File: config.mk
export PLATFORM = sky130hd
export DESIGN_NAME = draw_rect_engine
export DESIGN_NICKNAME = d
export VERILOG_FILES = /design/src/rtl/draw_rect_engine.sv
export SDC_FILE = /design/constraint.sdc
export NUM_CORES = 1
export LEC_CHECK = 0
export ABC_AREA = 1
export CORE_UTILIZATION = 57
export DETAILED_ROUTE_END_ITERATION = 12
export PLACE_DENSITY = 0.77
export SYNTH_ARGS = -nofsm -noshare
export SYNTH_HDL_FRONTEND = slang
export SYNTH_SLANG_ARGS = --single-unit
File: constraint.sdc
create_clock -name clk -period 4.1 [get_ports clk]
set_input_delay 1.025 -clock clk [delete_from_list [all_inputs] [get_ports clk]]
set_output_delay 1.025 -clock clk [all_outputs]
set_load 0.01 [all_outputs]
File: src/rtl/draw_rect_engine.sv
// Rectangle rasteriser: normalises and clips two corners, then scans the region
// row-major and emits one framebuffer write per cycle under a ready/valid handshake.
module draw_rect_engine #(
    parameter int SCREEN_W = 160,
    parameter int SCREEN_H = 120,
    parameter int COORD_W  = 8,
    parameter int ADDR_W   = 15,
    parameter int COLOR_W  = 24
) (
    input  logic               clk,
    input  logic               rst,
    input  logic               start,
    input  logic [COORD_W-1:0] x0,
    input  logic [COORD_W-1:0] y0,
    input  logic [COORD_W-1:0] x1,
    input  logic [COORD_W-1:0] y1,
    input  logic [COLOR_W-1:0] color,
    input  logic               mode,
    input  logic               mem_ready,
    output logic               mem_we,
    output logic [ADDR_W-1:0]  mem_addr,
    output logic [COLOR_W-1:0] mem_data,
    output logic               busy,
    output logic               finished
);

    typedef enum logic [1:0] {
        IDLE  = 2'd0,
        SETUP = 2'd1,
        DRAW  = 2'd2,
        DONE  = 2'd3
    } state_t;

    localparam logic [31:0] SW_BITS = 32'(SCREEN_W);

    state_t state;

    // Latched request
    logic [COORD_W-1:0] lx0, ly0, lx1, ly1;
    logic [COLOR_W-1:0] lcolor;
    logic               lmode;

    // Normalised (unclipped) bounds, clipped far corner and scan position
    logic [COORD_W-1:0] nx0, nx1, ny0, ny1;
    logic [COORD_W-1:0] cx1, cy1;
    logic [COORD_W-1:0] cur_x, cur_y;
    logic [ADDR_W-1:0]  row_base;

    // Clamp a coordinate to the last visible index of an axis of size limit.
    function automatic logic [COORD_W-1:0] clip_hi(input logic [COORD_W-1:0] v, input int limit);
        if (int'(v) > limit - 1)
            return COORD_W'(limit - 1);
        else
            return v;
    endfunction

    // y * SCREEN_W as a sum of shifted copies of y over the set bits of SCREEN_W.
    function automatic logic [ADDR_W-1:0] row_offset(input logic [COORD_W-1:0] y);
        logic [ADDR_W-1:0] acc;
        acc = '0;
        for (int i = 0; i < ADDR_W; i++) begin
            if (SW_BITS[i])
                acc = acc + (ADDR_W'(y) << i);
        end
        return acc;
    endfunction

    function automatic logic on_outline(
        input logic [COORD_W-1:0] x,
        input logic [COORD_W-1:0] y,
        input logic [COORD_W-1:0] bx0,
        input logic [COORD_W-1:0] bx1,
        input logic [COORD_W-1:0] by0,
        input logic [COORD_W-1:0] by1
    );
        return (x == bx0) || (x == bx1) || (y == by0) || (y == by1);
    endfunction

    // SETUP-cycle combinational geometry, derived from the latched request
    logic [COORD_W-1:0] s_nx0, s_nx1, s_ny0, s_ny1;
    logic [COORD_W-1:0] s_cx1, s_cy1;
    logic               s_empty;
    logic [ADDR_W-1:0]  s_row_base;

    always_comb begin
        s_nx0      = (lx0 <= lx1) ? lx0 : lx1;
        s_nx1      = (lx0 <= lx1) ? lx1 : lx0;
        s_ny0      = (ly0 <= ly1) ? ly0 : ly1;
        s_ny1      = (ly0 <= ly1) ? ly1 : ly0;
        s_cx1      = clip_hi(s_nx1, SCREEN_W);
        s_cy1      = clip_hi(s_ny1, SCREEN_H);
        s_empty    = (int'(s_nx0) >= SCREEN_W) || (int'(s_ny0) >= SCREEN_H);
        s_row_base = row_offset(s_ny0);
    end

    // DRAW-cycle successor of the current candidate
    logic               at_eol, at_last, adv, next_we;
    logic [COORD_W-1:0] next_x, next_y;
    logic [ADDR_W-1:0]  next_base, next_addr;

    always_comb begin
        at_eol    = (cur_x == cx1);
        at_last   = at_eol && (cur_y == cy1);
        adv       = (state == DRAW) && (!mem_we || mem_ready);
        next_x    = at_eol ? nx0 : cur_x + 1'b1;
        next_y    = at_eol ? cur_y + 1'b1 : cur_y;
        next_base = at_eol ? row_base + ADDR_W'(SCREEN_W) : row_base;
        next_addr = at_eol ? next_base + ADDR_W'(nx0) : mem_addr + 1'b1;
        next_we   = !lmode || on_outline(next_x, next_y, nx0, nx1, ny0, ny1);
    end

    // Request capture and scan-position registers (no reset: qualified by state)
    always_ff @(posedge clk) begin
        if ((state == IDLE || state == DONE) && start) begin
            lx0    <= x0;
            ly0    <= y0;
            lx1    <= x1;
            ly1    <= y1;
            lcolor <= color;
            lmode  <= mode;
        end
        if (state == SETUP) begin
            nx0      <= s_nx0;
            nx1      <= s_nx1;
            ny0      <= s_ny0;
            ny1      <= s_ny1;
            cx1      <= s_cx1;
            cy1      <= s_cy1;
            cur_x    <= s_nx0;
            cur_y    <= s_ny0;
            row_base <= s_row_base;
        end else if (adv && !at_last) begin
            cur_x    <= next_x;
            cur_y    <= next_y;
            row_base <= next_base;
        end
    end

    // Control FSM with registered write port and status outputs
    always_ff @(posedge clk) begin
        if (rst) begin
            state    <= IDLE;
            mem_we   <= 1'b0;
            mem_addr <= '0;
            mem_data <= '0;
            busy     <= 1'b0;
            finished <= 1'b0;
        end else begin
            case (state)
                IDLE, DONE: begin
                    mem_we <= 1'b0;
                    if (start) begin
                        state    <= SETUP;
                        busy     <= 1'b1;
                        finished <= 1'b0;
                    end
                end
                SETUP: begin
                    if (s_empty) begin
                        state    <= DONE;
                        busy     <= 1'b0;
                        finished <= 1'b1;
                    end else begin
                        state    <= DRAW;
                        mem_addr <= s_row_base + ADDR_W'(s_nx0);
                        mem_data <= lcolor;
                        // The first candidate is corner (nx0,ny0), drawn in both modes.
                        mem_we   <= 1'b1;
                    end
                end
                DRAW: begin
                    if (adv) begin
                        if (at_last) begin
                            state    <= DONE;
                            mem_we   <= 1'b0;
                            busy     <= 1'b0;
                            finished <= 1'b1;
                        end else begin
                            mem_addr <= next_addr;
                            mem_we   <= next_we;
                        end
                    end
                end
                default: begin
                    state  <= IDLE;
                    mem_we <= 1'b0;
                    busy   <= 1'b0;
                end
            endcase
        end
    end

endmodule
Yosys cells after proc, flatten, opt, wreduce, memory -nomap -nowiden. Index checks and enable logic that the tools add are counted.

Flip-flop bits (word level): 180. Input port bits: 61. Output and inout bits: 42. Logic and storage cells: 110.

Add/subtract/negate cells: 7. Order comparisons: 6. Equality and inequality tests: 15. Muxes and demuxes: 37. Bitwise logic cells: 1. Reductions and logical operators: 23.

Operator list (count): 15-bit two-way mux (7); 8-bit two-way mux (10); 8-bit equality test (6); 15-bit by 8-bit adder with 15-bit output (2); 15-bit case mux with 2 select lines (1); 8-bit by 1-bit adder with 8-bit output, second input constant (2); 8-bit less-or-equal comparator (2); 13-bit by 15-bit adder with 15-bit output (1); 15-bit by 1-bit adder with 15-bit output, second input constant (1); 15-bit by 8-bit adder with 15-bit output, second input constant (1); 1-bit two-way mux (12); 2-bit != test, second input constant (6); 1-bit case mux with 3 select lines (3); 8-bit by 7-bit greater-or-equal comparator with 1-bit output, second input constant (1); 8-bit greater-or-equal comparator, second input constant (1); 8-bit by 7-bit greater-than comparator with 1-bit output, second input constant (1); 8-bit greater-than comparator, second input constant (1); 4-bit AND reduction (2); 1-bit logical OR (7); 2-bit two-way mux (3); 2-bit case mux with 3 select lines (1); 2-bit equality test, second input constant (2); 1-bit logical AND (4); 2-bit AND reduction (2); 7 further kinds (10).

Depth between registers and ports, before layout.
Word-level depth: 10. Gate-level depth with buffers: 29. Depth with buffers taken out: 29.

Worst setup path before layout. OpenSTA, ideal clock, no wires.

Kind: register to register. Start: reg ly0[1]. End: reg mem_addr[14]. Library setup time: 0.119 ns. Data arrival time: 3.512 ns. Data required time: 3.981 ns. Setup slack: 0.468 ns. Stages on the path, launching flop included: 27. Buffers on the path: 3. Clock period less this slack: 3.632 ns. Path through: edfxtp_1 > ha_1 > nand2_1 > nand2_1 > nand2_1 > nand2_1 > nand2_2 > nand2_4 > nand2_4 > buf_6 > clkbuf_1 > buf_2 > nor2_1 > a21oi_1 > ha_1 > ha_1 > inv_1 > a21oi_1 > nand2_1 > nand2_1 > nand2_1 > nor2_4 > nand3_1 > nor2_1 > nand3_1 > nand3_1 > a21oi_1.

Word-level cells in the longest chain between the ends: 6. Elaborated cells on any way between the ends: 10. Classes of those cells: add/sub: 2; order compare: 2; eq/ne: 1; mux: 3; reduce/logical: 2.

Ends and longest elaborated chain: start, declared (RTL line 39) `logic [COORD_W-1:0] lx0, ly0, lx1, ly1;`; start signal, assigned (RTL line 116) `ly0 <= y0;`; 8-bit less-or-equal comparator (*) (RTL line 88) `s_ny0 = (ly0 <= ly1) ? ly0 : ly1;`; 8-bit two-way mux (*) (RTL line 88); named net s_ny0[0] (RTL line 80) `logic [COORD_W-1:0] s_nx0, s_nx1, s_ny0, s_ny1;`; 13-bit by 15-bit adder with 15-bit output / 8-bit by 7-bit greater-or-equal comparator with 1-bit output (equally long branches) (RTL line 63, 92); 15-bit by 8-bit adder with 15-bit output / 1-bit logical OR (equally long branches) (RTL line 165, 92); 15-bit two-way mux / 2-bit != test (equally long branches); 15-bit case mux with 2 select lines / 4-bit AND reduction (equally long branches); end signal, assigned (RTL line 165) `mem_addr <= s_row_base + ADDR_W'(s_nx0);`; end signal, assigned (RTL line 179) `mem_addr <= next_addr;`; end, declared (RTL line 21) `output logic [ADDR_W-1:0] mem_addr,`.

Mark *: on every way through the listed nets, which the timed path passes. The rest lies on a longest branch. The select of a mux whose other input is x is not followed. A chain may end at the register's enable or synchronous reset.

Worst setup path in the final report. Ends and elaborated chain as after synthesis.

==> metrics <==
commonest cells in the netlist=nand2_1, inv_1, edfxtp_1; post-route cell area=about 0.011 mm2; Max stage delay on crit path=0.45 ns; Required @ worst endpoint=about 4.4 ns; Synth Register Bits=~180; crit end category=flip-flop; final setup vio count=0; layout cell share with drive strength beyond 1=7.88%; Worst Path Class, Setup=reg2reg; Mean Syn Cell Area=roughly 8.7 um2; final worst path period share=88.2%; initial drt markers=between 600 and 700; max_cap viols=0; overall global routing resource usage=24.7%; Sum Neg Setup Slack=0 ns; worst min path class=reg2reg; placed cell count=roughly 1,400; WP buf/inv=1; Reg clk slew, reported paths=~0.080 ns; Worst EP arrival=between 3 and 4 ns; Synth Flop Type=edfxtp_1; post-synthesis simple-gate area fraction=20.4%; crit-path most repeated cell=nand2_1; CP max FO=32; Max Freq=between 0.2 and 0.3 GHz; initial antenna violation count=0; peak supply drop=roughly 440 uV; Core Region=approximately 0.017 mm2; Clock Path Buffers=2; Syn-to-layout area delta=18.3%; post-route ant nets=0; Static Leak=~4.7 nW; die height=between 100 and 150 um; CTS root buffer=clkbuf_16; largest family of logic cells by synthesized area=simple AND/OR/NAND/NOR gates; fin cells=1,438; Critical Path, Cell by Cell=ha_1, nand2_1, nand2_1, nand2_1, nand2_1, nand2_2, nand2_4, nand2_4, nand2_1, o21ai_1, ha_1, ha_1, inv_1, a21oi_1, nand2_1, nand2_1, nand2_1, nor2_4, nand3_1, nor2_1, nand3_1, nand3_1, a21oi_1; PwrDens=~840 mW/mm2; Vias=7,541; row cnt=between 40 and 50; most frequent cell after synthesis=nand2_1; Synth async-reset ratio=0%; register area share after synthesis=49.8%; fin nets=between 1,000 and 1,500; via/cell ratio=5.24; Setup Skew=about 0.011 ns; Clock Latency Late Sink=about 0.44 ns; Post-Syn Area=slightly below 0.01 mm2; Syn Inst Count=between 1,000 and 1,500; vias in the first global route=around 7,200; CTS tree=yes; clock sinks=175; Worst Setup SP=ly0[1]; first-pass GRT wire length=33,900 um; Die Area=approximately 0.017 mm2; total CTS buffers=17; Final Hold Viols=0; DR pass1 iterations=5; final WL=~20,000 um; cts hold-fix bufs=0; routed length per placed instance=about 14 um; Yosys top cell area share=approximately two fifths; Area contributors post-synth=edfxtp_1, nand2_1, dfxtp_1, inv_1, o21ai_0; Final min period=between 3 and 4 ns; RSZ-0062 raised after global routing=false; Compound-Gate Fraction of Synth Area=between 10% and 20%; Ys Warns=0; Clock H-tree levels=4; die width=~130 um; Power, Total=approximately 9.6 mW; Worst-Margin Slew=1.00 ns; Max Slew Vio Count=0; Max transition margin=33.1%; diode count=0; synth unique cells=51; hold path start=mem_data[9]; PortBufs=roughly 100; status=finished, final reports clean; placed wire-length estimate=~15,000 um; Crit Reg-Reg Startpoint=ly0[1]; GR Overflow Total=0; post-synthesis mux area share=less than 1%; CP top delay family=simple AND/OR/NAND/NOR gates; pin count of the biggest net entering global routing=85; number of flops mapped to enable cells by yosys=between 100 and 150; synthesized-area fraction occupied by adder cells=under 10%; GP Congestion=roughly 0.86; # IOs=around 100; WHS=roughly 0.45 ns; Starting Density=roughly 58%; XOR/XNOR share of the synthesized area=around 4.9%; Synth area leader=edfxtp_1; Slowest-stage cell, CP=edfxtp_1; CP Launch Type=flip-flop; Mapped Nets=roughly 1,200; dpl cell area=0.0108 mm2; DRC Markers=0
[cells by family after synthesis]
logic type | after synthesis
adders and majority gates | 35
other | 1
AOI/OAI and AO/OA | 217
xor gates and xnor gates | 52
and+or+nand+nor | 439
buffers and inverters | 190
muxes | 1
DFF | 175
[repair_timing]
item / CTS / global route
gates resized for setup: 0 / 1
endpoints found under the hold margin: 0 / 0
setup buffers: 0 / 0
endpoints found under the setup margin: 0 / 1
[power breakdown]
| part | internal, mW | switching (mW) |
|---|---|---|
| logic | 1.72 | 2.99 |
| registers | 2.85 | 0.438 |
| clock network | 0.820 | 0.775 |
| total | 5.39 | 4.20 |
[worst min-delay path: cells and delay by family (launching register included)]
kind            cells  cell delay (ns)
flops               1             0.31
compound gates      1             0.05
buf+inv             1             0.04
[cell usage in the layout, fill, tap and decap left out, types with 3 or more instances in the layout]
master             n
nand3_1           51
inv_8              4
nand4_1           18
clkinv_8           4
inv_1            147
xnor2_1           19
nand2_2           10
buf_4              9
or2_2             14
nor2_4             3
inv_6              4
nand2_4            7
inv_2              6
dfxtp_1           44
nor3_1             9
clkdlybuf4s50_1  102
o211ai_1           3
nand3b_1           6
o21ai_0          107
ha_1              33
o21ai_2            3
nor2_1            68
nand2_1          244
o21ai_1           17
xor2_1            31
edfxtp_1         131
clkbuf_16         17
a21oi_1           72
[layer usage]
| metal | GRT usage [%] | vias to the layer above | share of wire (%) |
|---|---|---|---|
| met4 | 10.9 | 0 | 2.8 |
| li1 | - | 3877 | - |
| met1 | 29.5 | 3436 | 42 |
| met2 | 43.7 | 194 | 50 |
| met5 | 0 | - | 0 |
| met3 | 4.38 | 34 | 4.5 |
[state kept, by name, indices dropped and copies added (netlist names), 10 cells and up]
name / count
lcolor: 24
mem_addr: 15
row_base: 10
mem_data: 24
[layout make-up]
class / instances / area (um2)
clock inverters: 15 / 169
fillers: 1315 / 5160
flip-flops and latches: 175 / 4810
clock buffers: 17 / 425
multi-input cells: 745 / 4070
inverters: 155 / 584
well taps: 220 / 275
repair buffers: 111 / 1090
[path summary, 6_finish.rpt]
check | slack, ns | end | cells past startpoint
worst max-delay path | 0.49 | mem_addr[14] | 23
worst min-delay path | 0.45 | mem_data[9] | 2
worst max register to register | 0.49 | mem_addr[14] | 23
worst min register to register | 0.45 | mem_data[9] | 2
[metrics by stage]
stage	util, %	worst slack, ns
detailed placement	65.3	0.450
global route	68.9	0.129
CTS	68.9	0.365
floorplan	-	0.468
global placement	65.3	0.645
finish	68.9	0.485
Power figures use the tool's default switching activity.
